===== src/rtl/stage_seq_pkg.sv =====
// Shared types and constants for the processor stage sequencer.
// Latency: none (declarations only).
// Backpressure: none (declarations only).
package stage_seq_pkg;

    typedef enum logic [1:0] {
        IDLE  = 2'd0,
        RUN   = 2'd1,
        PAUSE = 2'd2,
        HALT  = 2'd3
    } seq_state_t;

    // Default stage order of the classic five-step instruction cycle
    localparam int STG_PC  = 0;
    localparam int STG_MEM = 1;
    localparam int STG_DEC = 2;
    localparam int STG_REG = 3;
    localparam int STG_ALU = 4;

    // Index width for n items, never narrower than one bit
    function automatic int idx_w(input int n);
        return (n > 1) ? $clog2(n) : 1;
    endfunction

endpackage


===== src/rtl/seq_dwell_counter.sv =====
// Per-stage dwell up-counter; raises tc on its final count and saturates there.
// Latency: count updates one cycle after clr/hold; tc is combinational from the count.
// Backpressure: hold freezes the count; clr dominates hold.
module seq_dwell_counter
    import stage_seq_pkg::*;
#(
    parameter int MAX = 1
) (
    input  logic clk,
    input  logic arst_n,
    input  logic clr,
    input  logic hold,
    output logic tc
);

    localparam int W = idx_w(MAX);

    logic [W-1:0] count;

    assign tc = (count == W'(MAX - 1));

    // Count up to the terminal value and stay there until cleared
    always_ff @(posedge clk or negedge arst_n) begin
        if (!arst_n) begin
            count <= '0;
        end else if (clr) begin
            count <= '0;
        end else if (!hold && !tc) begin
            count <= count + W'(1);
        end
    end

endmodule


===== src/rtl/stage_sequencer.sv =====
// One-hot stage-enable sequencer with dwell, memory wait, stall, flush, single-step and halt.
// Latency: N_STAGES*STAGE_CYCLES cycles per instruction, all outputs registered.
// Backpressure: I_mem_ready low (at MEM_IDX final dwell) or I_stall high each add one cycle.
module stage_sequencer
    import stage_seq_pkg::*;
#(
    parameter int N_STAGES     = 5,
    parameter int MEM_IDX      = STG_MEM,
    parameter int STAGE_CYCLES = 1,
    parameter int CNT_W        = 16
) (
    input  logic                         clk,
    input  logic                         I_reset,
    input  logic                         I_start,
    input  logic                         I_mem_ready,
    input  logic                         I_stall,
    input  logic                         I_flush,
    input  logic                         I_step_mode,
    input  logic                         I_step,
    input  logic                         I_halt,
    output logic [N_STAGES-1:0]          O_en,
    output logic [idx_w(N_STAGES)-1:0]   O_stage,
    output logic                         O_mem_req,
    output logic                         O_instr_done,
    output logic [CNT_W-1:0]             O_retired,
    output logic                         O_busy,
    output logic                         O_halted
);

    localparam int                SW       = idx_w(N_STAGES);
    localparam logic [SW-1:0]     MEM_STG  = SW'(MEM_IDX);
    localparam logic [SW-1:0]     LAST_STG = SW'(N_STAGES - 1);
    localparam logic [N_STAGES-1:0] EN_ONE = {{(N_STAGES-1){1'b0}}, 1'b1};

    seq_state_t    state;
    seq_state_t    state_nxt;
    logic [SW-1:0] stage_nxt;
    logic          halt_q;
    logic          halt_pend;
    logic          dwell_tc;
    logic          dwell_clr;
    logic          advance_ok;
    logic          boundary;

    // Stage register doubles as the O_stage output
    seq_dwell_counter #(
        .MAX (STAGE_CYCLES)
    ) u_dwell (
        .clk    (clk),
        .arst_n (I_reset),
        .clr    (dwell_clr),
        .hold   (I_stall),
        .tc     (dwell_tc)
    );

    // Dwell done and, on the memory stage, memory has answered
    assign advance_ok = dwell_tc && !((O_stage == MEM_STG) && !I_mem_ready);
    // A halt raised on the boundary cycle itself is honoured immediately
    assign halt_pend  = halt_q || I_halt;
    // Dwell restarts on every new stage and stays at zero outside RUN
    assign dwell_clr  = (state != RUN) || I_flush || (!I_stall && advance_ok);

    // Next state / next stage decode: flush beats stall beats advance
    always_comb begin
        state_nxt = state;
        stage_nxt = O_stage;
        boundary  = 1'b0;
        case (state)
            IDLE: begin
                if (I_start) begin
                    state_nxt = RUN;
                    stage_nxt = '0;
                end
            end
            RUN: begin
                if (I_flush) begin
                    stage_nxt = '0;
                end else if (I_stall) begin
                    stage_nxt = O_stage;
                end else if (advance_ok) begin
                    if (O_stage == LAST_STG) begin
                        boundary  = 1'b1;
                        stage_nxt = '0;
                        if (halt_pend) begin
                            state_nxt = HALT;
                        end else if (I_step_mode) begin
                            state_nxt = PAUSE;
                        end
                    end else begin
                        stage_nxt = O_stage + SW'(1);
                    end
                end
            end
            PAUSE: begin
                if (halt_pend) begin
                    state_nxt = HALT;
                end else if (I_step) begin
                    state_nxt = RUN;
                    stage_nxt = '0;
                end
            end
            HALT: begin
                state_nxt = HALT;
            end
            default: begin
                state_nxt = IDLE;
                stage_nxt = '0;
            end
        endcase
    end

    // FSM state, sticky halt latch and registered outputs derived from the next state
    always_ff @(posedge clk or negedge I_reset) begin
        if (!I_reset) begin
            state        <= IDLE;
            halt_q       <= 1'b0;
            O_stage      <= '0;
            O_en         <= '0;
            O_mem_req    <= 1'b0;
            O_instr_done <= 1'b0;
            O_retired    <= '0;
            O_busy       <= 1'b0;
            O_halted     <= 1'b0;
        end else begin
            state        <= state_nxt;
            O_stage      <= stage_nxt;
            if ((state != IDLE) && I_halt) begin
                halt_q <= 1'b1;
            end
            O_en         <= (state_nxt == RUN) ? (EN_ONE << stage_nxt) : '0;
            O_mem_req    <= (state_nxt == RUN) && (stage_nxt == MEM_STG);
            O_instr_done <= boundary;
            if (boundary) begin
                O_retired <= O_retired + CNT_W'(1);
            end
            O_busy       <= (state_nxt == RUN);
            O_halted     <= (state_nxt == HALT);
        end
    end

endmodule


===== config.mk =====
export PLATFORM = sky130hd
export DESIGN_NAME = stage_sequencer
export DESIGN_NICKNAME = d
export VERILOG_FILES = /design/src/rtl/stage_seq_pkg.sv /design/src/rtl/seq_dwell_counter.sv /design/src/rtl/stage_sequencer.sv
export SDC_FILE = /design/constraint.sdc
export NUM_CORES = 1
export LEC_CHECK = 0
export ABC_AREA = 1
export BUFFER_PORTS_ARGS = -buffer_cell sky130_fd_sc_hd__buf_2
export CORE_MARGIN = 2
export CORE_UTILIZATION = 45
export DETAILED_ROUTE_END_ITERATION = 16
export GPL_TIMING_DRIVEN = 0
export PLACE_DENSITY = 0.74
export SYNTH_ARGS = -nofsm -noshare
export SYNTH_HDL_FRONTEND = slang
export SYNTH_HIERARCHICAL = 1
export SYNTH_SLANG_ARGS = --single-unit

===== constraint.sdc =====
create_clock -name clk -period 2.56 [get_ports clk]
set_clock_uncertainty 0.1 [all_clocks]
set_input_delay 0.384 -clock clk [delete_from_list [all_inputs] [get_ports clk]]
set_output_delay 0.384 -clock clk [all_outputs]
set_load 0.05 [all_outputs]

# Word-level counts from Yosys, hierarchy flattened
# Index checks and enable logic that the tools add are counted.
dict set report op_classes {
  add_sub_neg 3
  multipliers 0
  n_div 0
  order_cmp 0
  n_eq_ne 9
  shifts 1
  muxes 26
  bitwise_logic 1
  n_reduce_logical 15
}
# op n
set op_table {}
lappend op_table {{3-bit 2-to-1 mux} 7}
lappend op_table {{2-bit 2-to-1 mux} 9}
lappend op_table {{16-bit by 1-bit adder with 16-bit output, second input constant} 1}
lappend op_table {{3-bit case mux with 3 select lines} 1}
lappend op_table {{2-bit case mux with 4 select lines} 1}
lappend op_table {{1-bit 2-to-1 mux} 7}
lappend op_table {{2-bit == test, second input constant} 3}
lappend op_table {{3-bit by 1-bit == test with 1-bit output, second input constant} 2}
lappend op_table {{1-bit logical AND} 6}
lappend op_table {{5-bit 2-to-1 mux} 1}
lappend op_table {{1-bit by 3-bit << shifter with 5-bit output, first input constant} 1}
lappend op_table {{2-bit by 1-bit == test with 1-bit output, second input constant} 2}
lappend op_table {{2-bit nonzero test} 2}
lappend op_table {{3-bit by 1-bit adder with 3-bit output, second input constant} 1}
lappend op_table {{3-bit == test, second input constant} 1}
lappend op_table {{1-bit zero test} 3}
lappend op_table {{1-bit logical OR} 3}
lappend op_table {{2-bit zero test} 1}
lappend op_table {{2-bit by 1-bit != test with 1-bit output, second input constant} 1}
lappend op_table {{1-bit adder, second input constant} 1}
lappend op_table {{1-bit NOT} 1}
dict set report totals {
  reg_bits 32
  latch_bits 0
  ram_bits 0
  romBits 0
  in_bits 9
  output_inout_bits 28
  mem_count 0
}

# Logic depth before layout (Yosys ltp)
# Gate-level depths: netlist of the first run.
dict set report logic_depth {
  ltp_word 10
  depth_mapped 10
}

# Modules after synthesis
# The synthesis of the first run kept the hierarchy.
# module instances cells_each area_per_inst_um2
set modules_own_cells {}
lappend modules_own_cells {stage_sequencer 1 212 1694.1}
lappend modules_own_cells {seq_dwell_counter 1 4 38.8}

# Least setup slack after synthesis of the first run
# Ideal clock, no wire load.
dict set report synth_path {
  kind {register to register}
  startpoint {register O_stage[0]}
  endpoint {register O_retired[14]}
  arrival_ps 1783
  required_time_ps 2337
  slack_ps 555
  path_stages_with_launch 10
  n_path_buf 1
  path_cell_list {dfrtp_1 > inv_1 > ha_1 > nand2_1 > nor2_4 > nand2_2 > buf_6 > clkinv_2 > nand2_1 > o21ai_1}
}
dict set report synth_via {
  elab_chain_cells 8
  elab_cells_between_ends 10
  classes_between {eq/ne (2); mux (5); reduce/logical (3)}
}
# item line
set synth_rtl {}
lappend synth_rtl {{start: declaration} stage_sequencer.sv:22} ;# output logic [idx_w(N_STAGES)-1:0] O_stage,
lappend synth_rtl {{start signal: assignment} stage_sequencer.sv:126} ;# O_stage <= stage_nxt;
lappend synth_rtl {{3-bit by 1-bit == test with 1-bit output} stage_sequencer.sv:57} ;# assign advance_ok = dwell_tc && !((O_stage == MEM_STG) && !I_mem_ready);
lappend synth_rtl {{1-bit logical AND} stage_sequencer.sv:57}
lappend synth_rtl {{1-bit zero test} stage_sequencer.sv:57}
lappend synth_rtl {{1-bit logical AND} stage_sequencer.sv:57}
lappend synth_rtl {{1-bit 2-to-1 mux (*)} stage_sequencer.sv:80} ;# end else if (advance_ok) begin
lappend synth_rtl {{1-bit 2-to-1 mux (*)} stage_sequencer.sv:78} ;# end else if (I_stall) begin
lappend synth_rtl {{1-bit 2-to-1 mux (*)} stage_sequencer.sv:76} ;# if (I_flush) begin
lappend synth_rtl {{1-bit 2-to-1 mux (*)} stage_sequencer.sv:68} ;# case (state)
lappend synth_rtl {{named net boundary} stage_sequencer.sv:43} ;# logic boundary;
lappend synth_rtl {{end signal: assignment} stage_sequencer.sv:134} ;# O_retired <= O_retired + CNT_W'(1);
lappend synth_rtl {{end: declaration} stage_sequencer.sv:25} ;# output logic [CNT_W-1:0] O_retired,
# The timed path passes the listed nets; every way through them passes the cells marked *.
# A chain may end at the register's enable or synchronous reset.

# Final worst setup path of the first run
dict set report layout_path {
  startpoint {register O_stage[0]}
  endpoint {register O_retired[10]}
}
dict set report layout_via {
  elab_chain_cells 8
  elab_cells_between_ends 10
  classes_between {eq/ne (2); mux (5); reduce/logical (3)}
}
# item line
set layout_rtl {}
lappend layout_rtl {{3-bit by 1-bit == test with 1-bit output} stage_sequencer.sv:57}
lappend layout_rtl {{1-bit logical AND} stage_sequencer.sv:57}
lappend layout_rtl {{1-bit zero test} stage_sequencer.sv:57}
lappend layout_rtl {{1-bit logical AND} stage_sequencer.sv:57}
lappend layout_rtl {{1-bit 2-to-1 mux (*)} stage_sequencer.sv:80}
lappend layout_rtl {{1-bit 2-to-1 mux (*)} stage_sequencer.sv:78}
lappend layout_rtl {{1-bit 2-to-1 mux (*)} stage_sequencer.sv:76}
lappend layout_rtl {{1-bit 2-to-1 mux (*)} stage_sequencer.sv:68}
# Mark *: on every way between the ends. The rest lies on a longest branch, timed or not.

==> run summary, run 1 <==
DRC errors left: 0
Synth Warn #: 6
Syn-to-layout area delta: 18.6%
Core Region: 3690 sq um
CP most frequent cell: nand2_1
Cell Area, Placed: 1970 sq um
Total Neg Setup Slack: 0 ns
# clock sinks: 31
height of the die: 66.1 microns
min Tclk post-route: 1.82 ns
largest area contributor in the netlist: dfrtp_1
Mapped Area: 1730 sq um
cell with the most instances after synthesis: nand2_1
flop2flop setup slack: 0.74 ns
RSZ-0062 raised after global routing: no
1st-iter DRT viols: 97
Net Count, Synth: 229
port bufs: 36
normalized max-slew margin: 56.0%
register area share after synthesis: 44.8%
first-pass GRT wire length: 5840 microns
CP Cell Sequence: inv_1, ha_1, nand2_1, nor2_4, nand2_2, nor2_4, nand2_1, o21ai_1, nand2_1
final hold violation count: 0
H-tree depth: 2
routed vias/inst: 4.76
post-synthesis cell type count: 26
Reg-to-Reg Start: O_stage[0]$_DFF_PN0_
Post-DRT Antenna Nets: 0
Commonest cells post-synth: nand2_1, dfrtp_1, inv_1, nor2_1, nand3_1
Hold Crit Class: in2async
hold_buf cts: 0
Worst-path clk slew: 0.06 ns
Critical Path RT: 2.63 ns
TritonCTS clock tree: done
vias in the first global route: 1406
WHS: 0.0263 ns
kind of cell adding the most delay to the critical path: simple AND/OR/NAND/NOR gates
Post-synth EDFFs: 0
num rows: 22
Critical Path Slowest Stage Cell: dfrtp_1
Syn Area/Cell: 8.02 sq um
nets: 272
Synth top area share: 44.8%
Clock Root Buffer: clkbuf_8
Async SR Flop Fraction: 100%
Least-Margin Pin Slew: 0.660 ns
Post-synth top flop: dfrtp_1
crit path kind: reg2reg
# IOs: 37
largest stage delay on the critical path: 0.43 ns
cell area after layout: 2050 sq um
final-report max-slew violation count: 0
ant diodes: 0
Final Setup Violations: 0
Die W: 66.1 microns
Clk Latency, worst-skew pair: 0.28 ns
wire per inst: 10.7 microns
CTS Buf Count: 5
Initial Util: 47.0%
die area: 4360 sq um
DR pass1 iterations: 4
CP Launch Type: register
CTS Buffer Depth: 2
final WL: 3290 microns
Fmax: 548 MHz
share of layout cells above drive strength 1: 26.5%
CTS resizes: 0
postcts setup bufs: 0
largest net degree at the start of global routing: 32
worst vdd ir: 0.000475 V
period utilization: 71.3%
initial antenna violation count: 0
CP Capture Type: register
DP HPWL: 2600 microns
top cells by area, synth: dfrtp_1, nand2_1, inv_1
Critical Path Start: O_stage[0]$_DFF_PN0_
Crit Path Max Fanout: 6
via count: 1467
grt ovf: 0
fillers: 383
GRT Overall Usage: 18.0%
Worst Path Buf+Inv: 1
Worst Path Arrival: 1.89 ns
leakage power: 0.00112 uW
synthesis-stage register bit count: 31
Mapped Cells: 216
outcome: complete, no violations
gpl congestion: 0.836
Max Cap Viol: 0
Power Dens Cells: 614 nW/um^2
## layout by cell type (no fill, tap or decap), types with 3 or more instances in the layout
master / count
o21ai_1: 4
nor2_2: 8
nand2_2: 5
nand2_1: 66
nand4_1: 5
dfrtp_1: 31
inv_2: 3
ha_1: 4
clkbuf_8: 5
buf_2: 36
xnor2_1: 3
nand3_1: 12
inv_1: 23
nor2_1: 19
o21ai_0: 3
xor2_1: 8
nor3_1: 6
## per-stage QoR
step           utilization [%]  instances  setup slack [ns]  total power, uW
2_1_floorplan                -        216             0.555              828
3_3_place_gp              53.5        300             0.769              910
3_5_place_dp              53.5        300             0.761              915
4_1_cts                   55.7        308             0.744             1280
5_1_grt                   55.7        308             0.585             1340
6_report                  55.7        308             0.735             1260
## worst paths after layout
path | cells past startpoint | end
max | 9 | O_retired[10]$_DFFE_PN0P_
min | 1 | u_dwell/count$_DFFE_PN0P_
min reg2reg | 2 | u_dwell/count$_DFFE_PN0P_
max in group asynchronous | 1 | O_retired[3]$_DFFE_PN0P_
max reg2reg | 9 | O_retired[10]$_DFFE_PN0P_
min in group clk | 3 | u_dwell/count$_DFFE_PN0P_
## logic make-up (layout without fill, tap and decap cells)
group	Yosys count	count (layout)	share of synthesized area, %
AO/OA/AOI/OAI	11	11	4.19
XOR/XNOR	11	11	5.56
adder cells (fa/ha/maj)	4	4	2.89
buffers and inverters	29	73	7.00
flip-flops	31	31	44.8
AND/OR/NAND/NOR	130	130	35.6
## flip-flops by register name (all words and copies together), names as in the netlist
register	cells
O_retired	16
O_stage	3
halt_q	1
u_dwell/count	1
O_instr_done	1
O_en	4
O_busy	1
O_halted	1
state	2
O_mem_req	1
## power breakdown
| part | switching (uW) | internal (uW) | leakage (uW) |
|---|---|---|---|
| logic | 259 | 86.1 | 0.000686 |
| clock network | 168 | 190 | 0.0000422 |
| registers | 29.3 | 529 | 0.000394 |
## metal layers
metal  track usage, %  wire length (microns)
met1             21.9                   1550
met4             7.65                     64
met2             28.9                   1480
met5                0                      0
met3             6.30                    194
## cell type report
class	count	area [sq um]	area share, %
sequential	31	776	37.8
inverter	27	103	4.99
tap	48	60.1	2.92
clock inverter	1	5.00	0.244
multi-input combinational	156	836	40.7
clock buffer	7	76.3	3.71
timing repair buffer	36	180	8.77
buffer	2	18.8	0.914
(Power assumes the default switching activity.)
==> inputs of run 2 (changes only) <==
- ABC_AREA: 1 -> 0
- PLACE_DENSITY: 0.74 -> 0.78
- clock period: 2.56 -> 1.66 ns (I/O delays scaled with it)
==> run 2 against run 1 <==
The flow now finishes with violations (negative setup slack). Non-clock buffer count up 21. Synthesized cell count down 39%. Worst setup slack worse by 0.93 ns. Sequential share of layout area down 2.1 points. Combinational power up 13%. Flip-flop and latch count unchanged. Total power up 34%. Cell count down 21%.
==> run summary, run 2 <==
outcome: finished with violations
failing checks: negative setup slack
gpl congestion: 0.830 (-0.72%)
period utilization: 112% (+41 points)
DRC errors left: 0 (unchanged)
TritonCTS clock tree: done
combinational family with the most area after synthesis: simple AND/OR/NAND/NOR gates
nets: 208 (-24%)
flop2flop setup slack: -0.20 ns (-0.93 ns)
1st-iter DRT viols: 47 (-52%)
Hold Crit Class: in2reg
total power: 1690 uW (+34%)
DP HPWL: 2250 microns (-13%)
DR pass1 iterations: 4 (unchanged)
Post-Synth XOR/XNOR Area: 8.51% (+2.9 points)
max FFs per register: 16 (unchanged)
RSZ-0062 raised after global routing: yes
ant diodes: 0 (unchanged)
Mapped Area: 1540 sq um (-11%)
largest area contributor in the netlist: dfrtp_1
# IOs: 37 (unchanged)
Post-synth top flop: dfrtp_1
num rows: 21 (-4.5%)
CP Capture Type: register
worst vdd ir: 0.000421 V (-11%)
Core Region: 3310 sq um (-10%)
Post-synth EDFFs: 0 (unchanged)
CTS Buffer Depth: 2 (unchanged)
Die W: 62.6 microns (-5.3%)
crit path kind: reg2reg
fillers: 257 (-33%)
via count: 1237 (-16%)
grt ovf: 0 (unchanged)
wire per inst: 14.4 microns (+35%)
Initial Util: 46.6% (-0.34 points)
normalized max-slew margin: 52.7% (-3.3 points)
Critical Path RT: 1.80 ns (-0.83 ns)
hold endpoint: u_dwell/count$_DFFE_PN0P_
Clk Latency, worst-skew pair: 0.32 ns (+0.04 ns)
Fmax: 538 MHz (-1.8%)
min Tclk post-route: 1.86 ns (+0.0340 ns)
CTS Buf Count: 5 (unchanged)
top flop regs: O_retired x16, O_en x4, O_stage x3
final-report max-slew violation count: 0 (unchanged)
Post-DRT Antenna Nets: 0 (unchanged)
commonest non-fill, non-tap cells in the layout: buf_2, dfrtp_1, buf_4
H-tree depth: 2 (unchanged)
Synth top area share: 50.2% (+5.5 points)
Total Neg Setup Slack: -3.33 ns (-3.33 ns)
R2R Path End: O_mem_req$_DFF_PN0_
synthesis-stage register bit count: 31 (unchanged)
height of the die: 62.6 microns (-5.3%)
cell with the most instances after synthesis: dfrtp_1
Async SR Flop Fraction: 100% (unchanged)
Max Cap Viol: 0 (unchanged)
Syn Area/Cell: 11.7 sq um (+46%)
Syn-to-layout area delta: 41.9%
simple logic cell fraction of the synthesized area: 25.0% (-11 points)
register area share after synthesis: 50.2% (+5.5 points)
share of layout cells above drive strength 1: 56.6% (+30 points)
Power Dens Cells: 773 nW/um^2 (+26%)
die area: 3920 sq um (-10%)
most common cell after layout, fill and taps aside: buf_2
Worst-path clk slew: 0.09 ns (+0.03 ns)
largest net degree at the start of global routing: 32 (unchanged)
Final Setup Violations: 27 (+27)
Worst Slack Setup Final: -0.199 ns (-0.934 ns)
initial antenna violation count: 0 (unchanged)
routed vias/inst: 5.11 (+7.3%)
leakage power: 0.00107 uW (-5.0%)
final hold violation count: 0 (unchanged)
WHS: 0.115 ns (+0.0888 ns)
HP Start: I_stall
GRT Overall Usage: 18.8% (+0.76 points)
CP Launch Type: register
Post-Synth Adder-Cell Area: 3.24% (+0.35 points)
vias in the first global route: 1236 (-12%)
Reg-to-Reg Start: state[0]$_DFF_PN0_
Mapped Cells: 132 (-39%)
top cells by area, synth: dfrtp_1, xnor2_1, ha_1
Hold Crit Depth: 2
Crit Path Max Fanout: 5 (-1)
final WL: 3490 microns (+6.0%)
Commonest cells post-synth: dfrtp_1, nand2_1, xnor2_1, nand3_1, nor2_1
Least-Margin Pin Slew: 0.708 ns (+0.0479 ns)
port bufs: 36 (unchanged)
Synth Area in Compound Gates: 10.2% (+6.0 points)
post-synthesis cell type count: 42 (+62%)
mux contribution to synthesized area: 0% (unchanged)
Worst Path Arrival: 1.99 ns (+0.10 ns)
Clock Root Buffer: clkbuf_4
first-pass GRT wire length: 5700 microns (-2.5%)
FF-to-FF path depth: 4 (-5)
Net Count, Synth: 145 (-37%)
Synth Warn #: 6 (unchanged)
Reg with most FFs: O_retired
# clock sinks: 31 (unchanged)
## run 2: per-layer routing
layer  routed length, microns  track usage (%)  up-vias
li1                         -                -      593
met1                     1430             22.4      604
met5                        0                0        -
met2                     1850             31.6       35
met4                       46             8.89        0
met3                      157             4.86        5
## run 2: logic make-up (layout without fill, tap and decap cells)
logic type,after synthesis,count (layout)
simple gates,57,57
flops,31,31
fa+ha+maj,4,4
xor+xnor,15,15
compound gates,17,17
buf+inv,8,72
## run 2: per-stage QoR
step / setup WS (ns) / area, sq um / instances / util (%)
6_report: -0.199 / 2190 / 242 / 66.2
3_5_place_dp: -0.300 / 1840 / 214 / 55.5
3_3_place_gp: -0.247 / 1840 / 214 / 55.5
2_1_floorplan: -0.279 / 1600 / 132 / -
5_1_grt: -0.298 / 2190 / 242 / 66.2
4_1_cts: -0.216 / 2090 / 238 / 63.2
## run 2: report_power, final
part / switching, uW / internal, uW / leakage, uW
sequential: 19.9 / 785 / 0.000405
clock: 249 / 249 / 0.0000386
combinational: 251 / 140 / 0.000623
## run 2: repair_timing
item / 4_1_cts / 5_1_grt
hold buffers: 1 / 0
buffers inserted: 15 / 4
pin swaps: 19 / 16
resized for setup: 17 / 13
setup endpoints to repair: 28 / 26
endpoints found under the hold margin: 31 / 0
cloned: 0 / 0
## run 2: worst max path at each step
stage                                    start                         to  slack, ns  depth (start not counted)
after floorplan           O_stage[1]$_DFF_PN0_          O_en[2]$_DFF_PN0_      -0.28                          6
after global placement    O_stage[0]$_DFF_PN0_  O_retired[15]$_DFFE_PN0P_      -0.25                          6
after detailed placement  O_stage[0]$_DFF_PN0_  O_retired[15]$_DFFE_PN0P_      -0.30                          6
after CTS                   state[0]$_DFF_PN0_        O_mem_req$_DFF_PN0_      -0.22                          4
after global routing      O_stage[0]$_DFF_PN0_        O_mem_req$_DFF_PN0_      -0.30                          6
final                       state[0]$_DFF_PN0_        O_mem_req$_DFF_PN0_      -0.20                          4
## run 2: area by class of cell
type | instances | area (sq um) | area share (%)
multi-input combinational | 93 | 867 | 39.6
tap | 46 | 57.6 | 2.63
inverter | 5 | 26.3 | 1.20
timing repair buffer | 56 | 359 | 16.4
sequential | 31 | 782 | 35.7
buffer | 3 | 30.0 | 1.37
clock buffer | 8 | 68.8 | 3.14
## run 2: critical path, cell delays in order (launching register included)
cell	delay (ns)
dfrtp_2	0.44
or4b_4	0.51
a21oi_4	0.29
o21ai_4	0.15
nor4b_2	0.27
==> inputs of run 3 (changes only) <==
- ABC_AREA: 0 -> 1
- HOLD_SLACK_MARGIN: not set -> 0.05
- PLACE_DENSITY: 0.78 -> 0.77
==> run 3 against run 2 <==
The run now ends clean. Cell count increased by 29%. Non-clock buffer count decreased by 17. Combinational power up 47%. Worst setup slack gained 0.28 ns. Register-to-register slack better by 0.28 ns. Via count grew 22%. Clock power grew 13%. Critical endpoint is now O_retired[10]$_DFFE_PN0P_.
==> run summary, run 3 (synthesized netlist as in run 1, its figures left out) <==
Critical Path RT: 1.74 ns (-0.06 ns)
Core Region: 3690 sq um (+11%)
Die W: 66.1 microns (+5.6%)
TritonCTS clock tree: done
Max Cap Viol: 0 (unchanged)
first-pass GRT wire length: 5980 microns (+5.0%)
Least-Margin Pin Slew: 0.672 ns (-0.0360 ns)
CTS Buffer Depth: 2 (unchanged)
cell area after layout: 2150 sq um (-1.8%)
gpl congestion: 0.924 (+11%)
worst vdd ir: 0.000656 V (+56%)
DP HPWL: 2610 microns (+16%)
die area: 4360 sq um (+11%)
DRC errors left: 0 (unchanged)
ant diodes: 0 (unchanged)
Power Dens Cells: 935 nW/um^2 (+21%)
Clk Latency, worst-skew pair: 0.28 ns (-0.04 ns)
largest net degree at the start of global routing: 32 (unchanged)
Worst Path Arrival: 1.66 ns (-0.33 ns)
Final Setup Violations: 0 (-100%)
Hold Crit Class: in2reg
final WL: 3490 microns (+0.26%)
wire per inst: 11.2 microns (-22%)
H-tree depth: 2 (unchanged)
via count: 1511 (+22%)
share of layout cells above drive strength 1: 33.0% (-24 points)
routed vias/inst: 4.84 (-5.3%)
most common cell after layout, fill and taps aside: nand2_1
Fmax: 633 MHz (+18%)
port bufs: 36 (unchanged)
Crit Path Max Fanout: 6 (+1)
Cell Area, Placed: 2020 sq um (+10%)
DR pass1 iterations: 5 (+1)
Worst-path clk slew: 0.06 ns (-0.03 ns)
grt ovf: 0 (unchanged)
Clock Root Buffer: clkbuf_8
# clock sinks: 31 (unchanged)
crit path kind: reg2reg
top flop regs: O_retired x16, O_en x4, O_stage x3
final hold violation count: 0 (unchanged)
vias in the first global route: 1436 (+16%)
period utilization: 95.2% (-17 points)
outcome: complete, no violations
min Tclk post-route: 1.58 ns (-0.278 ns)
height of the die: 66.1 microns (+5.6%)
Reg with most FFs: O_retired
leakage power: 0.00114 uW (+7.1%)
Post-DRT Antenna Nets: 0 (unchanged)
nets: 276 (+33%)
1st-iter DRT viols: 90 (+91%)
max FFs per register: 16 (unchanged)
# IOs: 37 (unchanged)
normalized max-slew margin: 55.2% (+2.5 points)
GRT Overall Usage: 18.3% (-0.51 points)
Worst Slack Setup Final: 0.0792 ns (+0.278 ns)
Total Neg Setup Slack: 0 ns (+3.33 ns)
final-report max-slew violation count: 0 (unchanged)
Setup WS pre-CTS: 0.0147 ns (+0.314 ns)
RSZ-0062 raised after global routing: yes
CP Launch Type: register
CTS Buf Count: 5 (unchanged)
num rows: 22 (+4.8%)
Syn-to-layout area delta: 24.1%
commonest non-fill, non-tap cells in the layout: nand2_1, buf_2, dfrtp_1
CP Capture Type: register
initial antenna violation count: 0 (unchanged)
Initial Util: 47.0% (+0.34 points)
[run 3: cell types whose count changed in the layout (fill, tap and decap cells not counted), sizes merged, moves of 7 or more]
cell   previous run  this run
nor2              6        29
nand3             7        14
buf              58        41
inv               5        26
xnor2            12         3
nand2            12        71
[run 3: area by class of cell]
type                            count  area (sq um)
Fill cell                         345          1540
Multi-Input combinational cell    156           883
Sequential cell                    31           783
Clock buffer                        7          76.3
Timing Repair Buffer               40           213
Inverter                           27           111
Buffer                              2          18.8
Clock inverter                      1          5.00
Tap cell                           48          60.1
[run 3: per-stage QoR]
stage	utilization, %	hold WS [ns]	instances	power [uW]
CTS	57.3	0.103	309	2020
global placement	54.8	0.226	300	1440
global route	58.3	0.120	312	2140
floorplan	-	-0.147	216	1310
finish	58.3	0.113	312	2010
detailed placement	54.8	0.231	300	1440
[run 3: critical path: stages, from the launching register on]
cell and delay [ns]:
dfrtp_2 0.47, inv_4 0.09, ha_4 0.15, nand2_4 0.06, nor2_4 0.11, nand2_2 0.09, nor2_4 0.13, nand2_2 0.09
o21ai_1 0.14, nand2_1 0.06
[run 3: layer usage]
metal	routed length, microns	track usage [%]	vias up
met1	1540	20.5	700
met3	192	6.64	5
met2	1720	31.9	38
li1	-	-	768
met5	0	0	-
met4	44	6.12	0
[run 3: where the power goes]
part           total (uW)  switching [uW]  internal [uW]
logic                 575             414            161
clock network         561             268            293
registers             874            56.1            818
[run 3: final timing paths]
| path | to | slack (ns) | depth (start not counted) | startpoint |
|---|---|---|---|---|
| worst min-delay path | u_dwell/count$_DFFE_PN0P_ | 0.11 | 3 | I_stall |
| max in group asynchronous | O_stage[0]$_DFF_PN0_ | 0.55 | 2 | I_reset |
| min in group asynchronous | O_retired[3]$_DFFE_PN0P_ | 0.43 | 2 | I_reset |
| worst max register to register | O_retired[10]$_DFFE_PN0P_ | 0.08 | 9 | O_stage[0]$_DFF_PN0_ |
| worst min register to register | O_retired[5]$_DFFE_PN0P_ | 0.41 | 1 | O_retired[5]$_DFFE_PN0P_ |
| worst max-delay path | O_retired[10]$_DFFE_PN0P_ | 0.08 | 9 | O_stage[0]$_DFF_PN0_ |
[run 3: timing repair]
action / CTS / global route
setup buffers: 0 / 3
endpoints found under the setup margin: 0 / 14
hold buffers: 1 / 0
endpoints found under the hold margin: 31 / 0
gates resized for setup: 0 / 6
